===== src/rtl/sram_fetch_buffer.sv =====
// ---------------------------------------------------------------------------
// sram_fetch_buffer
// Read-side client of a 1R1W instruction SRAM. Generates sequential word
// addresses, issues reads, captures dout1 one cycle after issue, queues the
// {addr, data} pairs in a small FIFO and presents them to the fetch stage over
// a valid/ready handshake. A redirect flushes queued and in-flight words and
// restarts fetch at a new address.
//
// Optional feature (macro FETCH_STATS_EN): adds saturating counters
// stat_reads (issued reads) and stat_drops (responses dropped by redirect).
//
// Ports:
//   clk            : clock, shared with SRAM clk1
//   rst            : asynchronous active-high reset
//   enable         : fetch permitted when high
//   redirect_valid : one-cycle pulse, restart fetch at redirect_addr
//   redirect_addr  : new fetch word address
//   instr_valid    : FIFO head valid
//   instr_data     : FIFO head word (last popped word when empty)
//   instr_addr     : FIFO head word address (last popped address when empty)
//   instr_ready    : core accepts head this cycle
//   csb1           : SRAM read chip select, active low
//   addr1          : SRAM read address
//   dout1          : SRAM read data
//   stat_reads     : (FETCH_STATS_EN) issued read count, saturating
//   stat_drops     : (FETCH_STATS_EN) dropped response count, saturating
// ---------------------------------------------------------------------------
module sram_fetch_buffer #(
    parameter int unsigned ADDR_WIDTH = 11,
    parameter int unsigned DATA_WIDTH = 32,
    parameter int unsigned DEPTH      = 4,
    parameter int unsigned RESET_ADDR = 0
) (
    input  logic                  clk,
    input  logic                  rst,
    input  logic                  enable,
    input  logic                  redirect_valid,
    input  logic [ADDR_WIDTH-1:0] redirect_addr,
    output logic                  instr_valid,
    output logic [DATA_WIDTH-1:0] instr_data,
    output logic [ADDR_WIDTH-1:0] instr_addr,
    input  logic                  instr_ready,
    output logic                  csb1,
    output logic [ADDR_WIDTH-1:0] addr1,
    input  logic [DATA_WIDTH-1:0] dout1
`ifdef FETCH_STATS_EN
    ,
    output logic [15:0]           stat_reads,
    output logic [15:0]           stat_drops
`endif
);

    localparam int unsigned PTR_W = $clog2(DEPTH);
    localparam int unsigned CNT_W = PTR_W + 1;

    typedef struct packed {
        logic [ADDR_WIDTH-1:0] addr;
        logic [DATA_WIDTH-1:0] data;
    } entry_t;

    typedef enum logic {
        S_IDLE = 1'b0,
        S_RUN  = 1'b1
    } state_t;

    state_t                r_state;
    logic [ADDR_WIDTH-1:0] r_pc;
    logic                  r_inflight;
    logic [ADDR_WIDTH-1:0] r_inflight_addr;
    logic [ADDR_WIDTH-1:0] r_addr1_last;
    logic [PTR_W-1:0]      r_wr_ptr;
    logic [PTR_W-1:0]      r_rd_ptr;
    logic [CNT_W-1:0]      r_count;
    logic [DATA_WIDTH-1:0] r_last_data;
    logic [ADDR_WIDTH-1:0] r_last_addr;
    entry_t                r_mem [DEPTH];

    logic   w_issue;
    logic   w_push;
    logic   w_pop;
    logic   w_not_empty;
    entry_t w_head;

    // Credit check counts the in-flight read so a captured response always fits.
    assign w_not_empty = (r_count != '0);
    assign w_issue     = (r_state == S_RUN) && !redirect_valid &&
                         ((r_count + CNT_W'(r_inflight)) < CNT_W'(DEPTH));
    assign w_push      = r_inflight && !redirect_valid;
    assign w_pop       = w_not_empty && instr_ready && !redirect_valid;
    assign w_head      = r_mem[r_rd_ptr];

    // SRAM read port: address follows pc only while issuing, else holds.
    assign csb1  = !w_issue;
    assign addr1 = w_issue ? r_pc : r_addr1_last;

    // Head presentation; empty FIFO shows the most recently popped word.
    assign instr_valid = w_not_empty;
    assign instr_data  = w_not_empty ? w_head.data : r_last_data;
    assign instr_addr  = w_not_empty ? w_head.addr : r_last_addr;

    // FIFO storage, written on capture of the in-flight response.
    always_ff @(posedge clk) begin
        if (w_push) begin
            r_mem[r_wr_ptr] <= {r_inflight_addr, dout1};
        end
    end

    // Fetch FSM, issue tracking and FIFO pointers.
    always_ff @(posedge clk or posedge rst) begin
        if (rst) begin
            r_state         <= S_IDLE;
            r_pc            <= ADDR_WIDTH'(RESET_ADDR);
            r_inflight      <= 1'b0;
            r_inflight_addr <= '0;
            r_addr1_last    <= '0;
            r_wr_ptr        <= '0;
            r_rd_ptr        <= '0;
            r_count         <= '0;
            r_last_data     <= '0;
            r_last_addr     <= '0;
        end else begin
            case (r_state)
                S_IDLE:  if (enable)  r_state <= S_RUN;
                S_RUN:   if (!enable) r_state <= S_IDLE;
                default: r_state <= S_IDLE;
            endcase

            if (redirect_valid) begin
                // Flush wins over everything; in-flight response is dropped.
                r_pc       <= redirect_addr;
                r_inflight <= 1'b0;
                r_wr_ptr   <= '0;
                r_rd_ptr   <= '0;
                r_count    <= '0;
            end else begin
                if (w_issue) begin
                    r_inflight      <= 1'b1;
                    r_inflight_addr <= r_pc;
                    r_addr1_last    <= r_pc;
                    r_pc            <= r_pc + ADDR_WIDTH'(1);
                end else begin
                    r_inflight <= 1'b0;
                end

                if (w_push) begin
                    r_wr_ptr <= r_wr_ptr + PTR_W'(1);
                end

                if (w_pop) begin
                    r_rd_ptr    <= r_rd_ptr + PTR_W'(1);
                    r_last_data <= w_head.data;
                    r_last_addr <= w_head.addr;
                end

                r_count <= r_count + CNT_W'(w_push) - CNT_W'(w_pop);
            end
        end
    end

`ifdef FETCH_STATS_EN
    logic [15:0] r_stat_reads;
    logic [15:0] r_stat_drops;

    // Saturating activity counters.
    always_ff @(posedge clk or posedge rst) begin
        if (rst) begin
            r_stat_reads <= '0;
            r_stat_drops <= '0;
        end else begin
            if (w_issue && (r_stat_reads != 16'hFFFF)) begin
                r_stat_reads <= r_stat_reads + 16'd1;
            end
            if (redirect_valid && r_inflight && (r_stat_drops != 16'hFFFF)) begin
                r_stat_drops <= r_stat_drops + 16'd1;
            end
        end
    end

    assign stat_reads = r_stat_reads;
    assign stat_drops = r_stat_drops;
`else
    // Statistics counters not built.
`endif

endmodule


===== config.mk =====
export PLATFORM = sky130hd
export DESIGN_NAME = sram_fetch_buffer
export DESIGN_NICKNAME = d
export VERILOG_FILES = /design/src/rtl/sram_fetch_buffer.sv
export SDC_FILE = /design/constraint.sdc
export NUM_CORES = 1
export LEC_CHECK = 0
export ABC_AREA = 1
export CORE_ASPECT_RATIO = 1.2
export CORE_UTILIZATION = 61
export CTS_CLUSTER_DIAMETER = 50
export DETAILED_ROUTE_END_ITERATION = 12
export PLACE_DENSITY = 0.92
export SYNTH_ARGS = -nofsm -noshare
export SYNTH_HDL_FRONTEND = slang
export SYNTH_SLANG_ARGS = --single-unit

===== constraint.sdc =====
create_clock -name clk -period 8.83 [get_ports clk]
set_clock_uncertainty 0.2 [all_clocks]
set_input_delay 0.883 -clock clk [delete_from_list [all_inputs] [get_ports clk]]
set_output_delay 0.883 -clock clk [all_outputs]
set_load 0.05 [all_outputs]

==> summary.md, run 1 <==
| Metric | Value |
|---|---|
| Status | complete, no violations |
| Post-DRT Antenna Nets | 0 |
| Pwr dens | 358 mW/mm² |
| Post-layout power | 4.52 mW |
| Clock power frac | 0.246 |
| Leading area contributor after synthesis | edfxtp_1 |
| DRC Markers | 0 |
| Initial antenna violation count | 0 |
| Grt total ovfl | 0 |
| Util after Layout | 0.744 |
| Net switching power figure | 1.82 mW |
| Final max-slew violation count | 0 |
| Clk sinks | 257 |
| Initial Utilization | 0.626 |
| First-pass GRT wire length | 34.5 mm |
| Vias in the first global route | 7256 |
| Fin area | 0.0126 mm² |
| RePlAce Congestion | 0.816 |
| Total Routed Length | 21.6 mm |
| Syn Nets | 1063 |
| Root Buffer | clkbuf_16 |
| Mapped Area | 0.0106 mm² |
| Cell leakage power | 4.98 nW |
| Post-synthesis register bit count | 257 |
| First-pass detailed-route iteration total | 7 |
| Critical-path cell list | buf_4 > inv_4 > o21ai_0 > o21ai_0 > nand2_1 > o21ai_0 > clkdlybuf4s50_1 |
| # setup viols final | 0 |
| Hold Fails Final Rpt | 0 |
| Cell family with most CP delay | buffers and inverters |
| Post-synth EDFFs | 172 |
| DRT iter0 DRCs | 673 |
| H-tree depth | 1 |
| Share of cells above drive strength 1 | 0.0539 |
| Hold crit path type | register to register |
| Area Overhead vs Synth | 18.8% |
| Vias | 7376 |
| Worst path most repeated cell | o21ai_0 |
| GRT Total Usage | 0.247 |
| Io pins | 104 |
| Critical path buffers and inverters | 3 |
| Slack of the critical path | 3.71 ns |
| Die area | 0.0180 mm² |
| Worst EP required | 7.75 ns |
| DIE HEIGHT | 147 µm |
| # diodes | 0 |
| Internal power | 2.71 mW |
| Vias/cell | 5.55 |
| Max_slew headroom | 0.401 |
| Commonest cells post-synth | nand2_1, edfxtp_1, o21ai_0 |
| Synth top area share | 0.486 |
| Placed cell area | 0.0118 mm² |
| Yosys Warn Count | 0 |
| Fin nets | 1150 |
| PortBufs | 103 |
| WP data arrival | 4.04 ns |
| Clock-pin slew on the worst setup and hold paths | 0.06 ns |
| Unrepaired setup endpoints after global routing | false |
| Top_reg_cell synth | edfxtp_1 |
| Number of max-cap violations | 0 |
| Hold buffers post-CTS | 0 |
| Async SR Flop Fraction | 0.331 |
| Drt wl/cell | 16.3 µm |
| Post-CTS Setup Inserts | 0 |
| Setup crit end kind | output port |
| Core area | 0.0170 mm² |
| Peak supply drop | 0.209 mV |
| Startpoint class of the critical path | register |
| Sequential Power Share | 0.353 |
| CTS resizes | 0 |
| Sequential-to-total area share from yosys stat | 0.686 |
| Rows | 52 |
| Synth area leaders | edfxtp_1, dfrtp_1, o21ai_0 |
| Pre-CTS setup slack | 4.28 ns |
| Slowest stage delay, CP | 0.79 ns |
| Placed Instances | 1282 |
| Maximum root-to-sink buffer count | 3 |
| Num CTS Buffers | 26 |
| CTS tree | yes |
| Slowest cell on crit path | dfrtp_2 |
| Combinational Power Share | 0.402 |
| Period utilization | 0.580 |
| Crit path time final | 5.12 ns |
| Hold WS | 0.273 ns |
| Largest net degree at the start of global routing | 90 |
| Clk Latency, worst-skew pair | 0.52 ns |
| Fmax | 0.195 GHz |
| Synth Instances | 1007 |
| CP max FO | 88 |
| Switch share | 0.402 |
| Count of cell types in the netlist | 26 |
| DIE WIDTH | 123 µm |
| Worst-Margin Slew | 0.899 ns |
| Cell Count, Final, Fillers Out | 1330 |
| Syn avg cell area | 10.6 µm² |
| Count leader, synth | nand2_1 |
| Kind of critical path | register to output port |
| Setup tns final | 0 ns |
| HPWL after DPL | 12.1 mm |
[final timing paths]
path                       slack, ns               to            start  cells after the start
max in group asynchronous       6.79      r_rd_ptr[0]              rst                      3
setup / recovery                3.71   instr_data[12]      r_rd_ptr[0]                      7
setup reg to reg                5.21       r_count[2]       r_count[1]                     12
hold / removal                  0.27  r_addr1_last[1]  r_addr1_last[1]                      2
min in group asynchronous       0.54  r_addr1_last[8]              rst                      2
hold reg to reg                 0.27  r_addr1_last[1]  r_addr1_last[1]                      2
[registers in the layout, summed over array words and instances, names as in the netlist]
name,flops
r_count,3
r_inflight,1
r_inflight_addr,11
r_pc,11
r_rd_ptr,2
r_last_addr,11
r_addr1_last,11
r_last_data,32
r_mem,172
r_state,1
r_wr_ptr,2
[routing by layer]
metal	vias to the layer above	part of all wire	GRT usage
met2	279	0.53	0.438
met1	3490	0.38	0.299
met5	-	0	0
met4	0	0.029	0.0994
met3	54	0.065	0.0371
li1	3553	-	-
[power by group through the flow]
stage                     Clock [mW]  Sequential, mW  Combinational [mW]
final                           1.11            1.59                1.82
after global placement             0            1.61                1.77
after floorplan                    0            1.57                1.30
after global routing            1.18            1.61                1.95
after CTS                       1.13            1.59                1.82
after detailed placement           0            1.62                1.81
[placed cells by master (no fill, tap or decap)]
master / count
clkdlybuf4s50_1: 103
dfrtp_2: 1
nand2_4: 2
nor2_2: 1
dfrtp_1: 84
o21bai_1: 1
nor2_1: 143
o21ai_1: 54
inv_2: 1
bufinv_16: 4
inv_1: 69
xor2_1: 2
inv_4: 2
nor2_4: 5
fa_1: 1
clkbuf_16: 27
clkinv_2: 3
a21oi_1: 4
nand3_1: 26
nand4_1: 1
clkbuf_1: 10
clkinv_4: 1
o21ai_0: 169
clkinvlp_4: 3
nand2_1: 206
xnor2_1: 1
edfxtp_1: 172
nor3_1: 1
buf_4: 10
ha_1: 7
[worst min-delay path: stages (launching register included)]
cell and delay [ns]:
dfrtp_1 0.32, nand2_1 0.06, nand2_1 0.06
[kinds of logic after synthesis]
logic type | count (synthesis) | share of synthesized area
AND/OR/NAND/NOR | 385 | 0.142
buffers and inverters | 126 | 0.0527
XOR/XNOR | 3 | 0.00247
AO/OA/AOI/OAI | 228 | 0.108
flip-flops | 257 | 0.686
adder cells (fa/ha/maj) | 8 | 0.0101
[area by class of cell]
class                   count  area, µm²
flip-flops and latches    257       7290
fillers                  1066       4340
multi-input cells         624       2810
repair buffers            113       1110
clock buffers              37        713
inverters                  72        275
well taps                 216        270
clock inverters            11        166
Note: power is estimated with default switching activity, not from simulation.
==> run 2: changes to the inputs <==
CORE_UTILIZATION = 57   (was 61)
PLACE_DENSITY = 0.88   (was 0.92)
clock period = 5.2 ns   (was 8.83 ns; I/O delays follow)
==> summary.md, run 2 (same netlist as run 1, synthesis figures left out) <==
| Metric | Value |
|---|---|
| Grt total ovfl | 0 (unchanged) |
| Crit path time final | 4.28 ns |
| Worst Reg-to-Reg Cells | 11 (-1) |
| Clk Latency, worst-skew pair | 0.51 ns (about the same) |
| Critical R2R Launch | r_count[1] |
| Maximum root-to-sink buffer count | 3 (unchanged) |
| Hold EP | r_state |
| Pre-CTS setup slack | 1.49 ns (-2.79 ns) |
| Cell leakage power | 4.97 nW (-0.19%) |
| Seq. cell area | 0.00729 mm² (unchanged) |
| Unrepaired setup endpoints after global routing | false |
| Status | complete, no violations |
| Post-CTS Setup Inserts | 0 (unchanged) |
| Post-DRT Antenna Nets | 0 (unchanged) |
| Share of cells above drive strength 1 | 0.0538 (-0.0000965) |
| DRT iter0 DRCs | 666 (-1.0%) |
| Setup tns final | 0 ns (unchanged) |
| Pwr dens | 591 mW/mm² (+65%) |
| Initial Utilization | 0.583 (-0.0433) |
| Num CTS Buffers | 25 (-3.8%) |
| Fin nets | 1154 (+0.35%) |
| Slowest cell on crit path | dfrtp_2 |
| Vias in the first global route | 6952 (-4.2%) |
| Initial antenna violation count | 0 (unchanged) |
| Filler cells | 1257 (+18%) |
| R2r endpoint | r_count[2] |
| Most frequent cells in the layout | nand2_1, edfxtp_1, o21ai_0 |
| First-pass detailed-route iteration total | 7 (unchanged) |
| Largest net degree at the start of global routing | 90 (unchanged) |
| Post-layout power | 7.44 mW (+64%) |
| Hold Path Cell Cnt | 1 (-1) |
| Hold buffers post-CTS | 0 (unchanged) |
| Multi-input gate area | 0.00281 mm² (unchanged) |
| DIE WIDTH | 127 µm (+3.4%) |
| CP max FO | 47 (-47%) |
| H-tree depth | 1 (unchanged) |
| Vias/cell | 5.41 (-2.4%) |
| Biggest regs | r_mem x172, r_last_data x32 |
| Hold path start | enable |
| Largest register FFs | 172 (unchanged) |
| Vias | 7250 (-1.7%) |
| Placed Instances | 1295 (+1.0%) |
| # setup viols final | 0 (unchanged) |
| Cell Count, Final, Fillers Out | 1340 (+0.75%) |
| Max_slew headroom | 0.356 (-0.0453) |
| Kind of critical path | register to output port |
| Drt wl/cell | 15.6 µm (-4.0%) |
| Rows | 54 (+3.8%) |
| WP data arrival | 3.56 ns (-0.48 ns) |
| DRC Markers | 0 (unchanged) |
| Startpoint class of the critical path | register |
| Clk sinks | 257 (unchanged) |
| Worst EP required | 4.48 ns (-3.27 ns) |
| Setup crit end kind | output port |
| First-pass GRT wire length | 33.5 mm (-2.8%) |
| Core area | 0.0182 mm² (+7.4%) |
| Clock-pin slew on the worst setup and hold paths | 0.06 ns (about the same) |
| DIE HEIGHT | 152 µm (+3.4%) |
| Total Routed Length | 20.9 mm (-3.3%) |
| CTS tree | yes |
| Most common cell after layout, fill and taps aside | nand2_1 |
| RePlAce Congestion | 0.837 (+2.5%) |
| Hold crit path type | input port to register |
| HPWL after DPL | 12.6 mm (+3.5%) |
| FF-to-FF setup slack | 2.37 ns (-2.84 ns) |
| Worst-Margin Slew | 0.967 ns (+0.0679 ns) |
| Hold Fails Final Rpt | 0 (unchanged) |
| Critical-path cell list | buf_4 > nor2_1 > nor2_1 > o21ai_0 > o21ai_1 > nand2_1 > o21ai_0 > clkdlybuf4s50_1 |
| Slowest stage delay, CP | 0.96 ns (+0.17 ns) |
| # diodes | 0 (unchanged) |
| Fmax | 0.234 GHz |
| Final max-slew violation count | 0 (unchanged) |
| Biggest register | r_mem |
| Die area | 0.0192 mm² (+6.9%) |
| Period utilization | 0.823 |
| GRT Total Usage | 0.225 (-0.0222) |
| CTS resizes | 0 (unchanged) |
| Peak supply drop | 0.353 mV (+69%) |
| PortBufs | 103 (unchanged) |
| Number of max-cap violations | 0 (unchanged) |
| Root Buffer | clkbuf_16 |
| Area Overhead vs Synth | 18.3% |
| Io pins | 104 (unchanged) |
| Util after Layout | 0.690 (-0.0544) |
| Slack of the critical path | 0.920 ns (-2.79 ns) |
==> run 2: cell count changes in the layout (fill, tap and decap cells not counted), sizes merged <==
| cell | change |
|---|---|
| clkinv | +7 |
| buf | +5 |
| bufinv | -4 |
| clkbuf | -4 |
| clkinvlp | -3 |
| inv | +1 |
==> run 2: how the worst max path moves through the flow <==
stage / slack (ns) / cells past startpoint / to / start
finish: 0.92 / 8 / instr_data[31] / r_rd_ptr[0]
global route: 0.64 / 6 / instr_data[5] / r_rd_ptr[0]
CTS: 0.92 / 8 / instr_data[8] / r_rd_ptr[0]
detailed placement: 1.49 / 6 / instr_data[26] / r_rd_ptr[0]
global placement: 1.58 / 8 / instr_data[24] / r_rd_ptr[0]
floorplan: 1.70 / 5 / r_mem[0][0] / redirect_valid
==> run 2: layout make-up <==
type	count	area share
Sequential cell	257	0.580
Clock inverter	12	0.00557
Clock buffer	33	0.0554
Timing Repair Buffer	118	0.0919
Inverter	72	0.0218
Tap cell	224	0.0223
Multi-Input combinational cell	624	0.224
==> run 2: power by group <==
group	internal [mW]	switching (mW)	leakage, nW
Sequential	2.52	0.192	2.61
Combinational	0.916	2.14	1.99
Clock	0.946	0.721	0.375
Total	4.39	3.05	4.97
==> run 2: metrics by stage <==
step	hold WS, ns	area, µm²
finish	0.253	12600
global route	0.245	12600
CTS	0.242	12600
detailed placement	0.262	11800
global placement	0.260	11800
floorplan	0.244	10600
==> run 2: critical path, delay by kind of cell, from the launching register on <==
kind            cells  cell delay (ns)
compound gates      3             0.40
buf+inv             2             1.40
flops               1             0.96
simple gates        3             0.29
==> run 2: routing by layer <==
metal,GRT usage,part of all wire,vias to the layer above
met2,0.420,0.52,250
met4,0.0756,0.020,0
met3,0.0341,0.061,37
met5,0,0,-
li1,-,-,3563
met1,0.267,0.39,3400
==> run 3: changes to the inputs <==
CORE_UTILIZATION = 51   (was 57)
PLACE_DENSITY = 0.83   (was 0.88)
clock period = 3.4 ns   (was 5.2 ns; I/O delays follow)
==> summary.md, run 3 (same netlist as run 1, synthesis figures left out) <==
| Metric | Value |
|---|---|
| Clk sinks | 257 (unchanged) |
| Util after Layout | 0.638 (-0.0522) |
| # diodes | 0 (unchanged) |
| RePlAce Congestion | 0.780 (-6.8%) |
| Post-DRT Antenna Nets | 0 (unchanged) |
| Root Buffer | clkbuf_16 |
| Worst-Margin Slew | 0.867 ns (-0.0994 ns) |
| Cell leakage power | 5.20 nW (+4.6%) |
| Num CTS Buffers | 27 (+8.0%) |
| First-pass GRT wire length | 34.9 mm (+4.2%) |
| Most frequent cells in the layout | nand2_1, edfxtp_1, o21ai_0 |
| Unrepaired setup endpoints after global routing | false |
| Kind of critical path | register to output port |
| Initial Utilization | 0.523 (-0.0598) |
| Fmax | 0.330 GHz |
| Fin area | 0.0130 mm² (+3.0%) |
| Max_slew headroom | 0.422 (+0.0663) |
| # setup viols final | 0 (unchanged) |
| Crit path time final | 3.03 ns |
| Pwr dens | 929 mW/mm² (+57%) |
| Worst EP required | 2.86 ns (-1.62 ns) |
| Critical-path cell list | buf_6 > nor2_1 > nor2_1 > o21ai_0 > o21ai_1 > nand2_1 > o21ai_0 > buf_4 |
| DIE HEIGHT | 160 µm (+5.6%) |
| Setup crit end kind | output port |
| Largest register FFs | 172 (unchanged) |
| Slowest cell on crit path | buf_6 |
| Post-CTS Setup Inserts | 0 (unchanged) |
| GRT Total Usage | 0.206 (-0.0192) |
| Final max-slew violation count | 0 (unchanged) |
| CP max FO | 87 (+85%) |
| CTS tree | yes |
| Drt wl/cell | 15.6 µm (-0.25%) |
| DRT iter0 DRCs | 442 (-34%) |
| Total Routed Length | 21.6 mm (+3.4%) |
| Number of max-cap violations | 0 (unchanged) |
| Biggest register | r_mem |
| Startpoint class of the critical path | register |
| Share of cells above drive strength 1 | 0.116 (+0.0619) |
| WP data arrival | 2.49 ns (-1.07 ns) |
| PortBufs | 103 (unchanged) |
| Slowest stage delay, CP | 0.54 ns (-0.42 ns) |
| Vias in the first global route | 7252 (+4.3%) |
| Hold WS | 0.0244 ns (-0.229 ns) |
| Clock-pin slew on the worst setup and hold paths | 0.06 ns (about the same) |
| Peak supply drop | 0.677 mV (+92%) |
| Hold Fails Final Rpt | 0 (unchanged) |
| DIE WIDTH | 134 µm (+5.6%) |
| Clk Latency, worst-skew pair | 0.52 ns (about the same) |
| Critical path buffers and inverters | 2 (unchanged) |
| Die area | 0.0214 mm² (+12%) |
| Period utilization | 0.890 |
| Initial antenna violation count | 0 (unchanged) |
| Cell family with most CP delay | buffers and inverters |
| Status | complete, no violations |
| Placed cell area | 0.0121 mm² (+2.1%) |
| Area Overhead vs Synth | 21.8% |
| Maximum root-to-sink buffer count | 3 (unchanged) |
| Grt total ovfl | 0 (unchanged) |
| Vias | 7339 (+1.2%) |
| First-pass detailed-route iteration total | 5 (-2) |
| Rows | 57 (+5.6%) |
| Fin nets | 1160 (+0.52%) |
| Vias/cell | 5.28 (-2.3%) |
| Most common cell after layout, fill and taps aside | nand2_1 |
| Biggest regs | r_mem x172, r_last_data x32 |
| Io pins | 104 (unchanged) |
| HPWL after DPL | 13.1 mm (+4.2%) |
| DRC Markers | 0 (unchanged) |
| Core area | 0.0203 mm² (+11%) |
| Hold crit path type | input port to async pin |
| H-tree depth | 1 (unchanged) |
| Setup tns final | 0 ns (unchanged) |
| Largest net degree at the start of global routing | 89 (-1.1%) |
-- run 3: where the power goes --
part           switching [mW]  internal (mW)  total, mW
clock                    1.17           1.71       2.88
combinational            3.43           1.63       5.06
sequential              0.230           3.86       4.09
total                    4.84           7.20       12.0
-- run 3: path summary, 6_finish.rpt --
kind / from / to / slack (ns) / cells past startpoint
hold reg to reg: r_addr1_last[6] / r_addr1_last[6] / 0.28 / 2
setup reg to reg: r_count[1] / r_count[2] / 0.99 / 11
setup / recovery: r_rd_ptr[0] / instr_data[2] / 0.37 / 8
min in group clk: enable / r_state / 0.06 / 1
max in group asynchronous: rst / r_last_data[18] / 2.32 / 3
hold / removal: rst / r_addr1_last[4] / 0.02 / 2
-- run 3: cell type report --
class | instances | area, µm²
multi-input combinational | 624 | 2810
timing repair buffer | 122 | 1350
sequential | 257 | 7290
fill | 1521 | 7370
clock buffer | 35 | 746
clock inverter | 14 | 148
tap | 265 | 332
inverter | 72 | 275
-- run 3: per-stage QoR --
step                total power, mW  worst slack, ns  std cells
floorplan                      7.45           0.0759       1007
global placement               9.11            0.613       1340
detailed placement             9.23            0.478       1340
CTS                            12.1            0.181       1389
global route                   12.6            0.222       1389
finish                         12.0            0.372       1389
-- run 3: timing repair --
action / in CTS / in global routing
setup endpoints to repair: 0 / 1
hold buffers: 0 / 0
endpoints found under the hold margin: 0 / 0
gates resized for setup: 0 / 1
-- run 3: per-layer routing --
| layer | up-vias | GRT usage | routed length (µm) | part of all wire |
|---|---|---|---|---|
| li1 | 3568 | - | - | - |
| met1 | 3531 | 0.258 | 8920 | 0.41 |
| met2 | 202 | 0.365 | 11200 | 0.52 |
| met3 | 38 | 0.0248 | 1110 | 0.051 |
| met4 | 0 | 0.0723 | 439 | 0.020 |
| met5 | - | 0 | 0 | 0 |
-- run 3: worst register-to-register path: stages (launching register included) --
cell     delay (ns)
dfrtp_1        0.46
nor2_2         0.18
nand2_4        0.15
nand2_4        0.12
nor2_4         0.04
ha_1           0.29
inv_1          0.06
ha_1           0.13
inv_1          0.05
fa_1           0.38
o21ai_0        0.18
a21oi_1        0.06
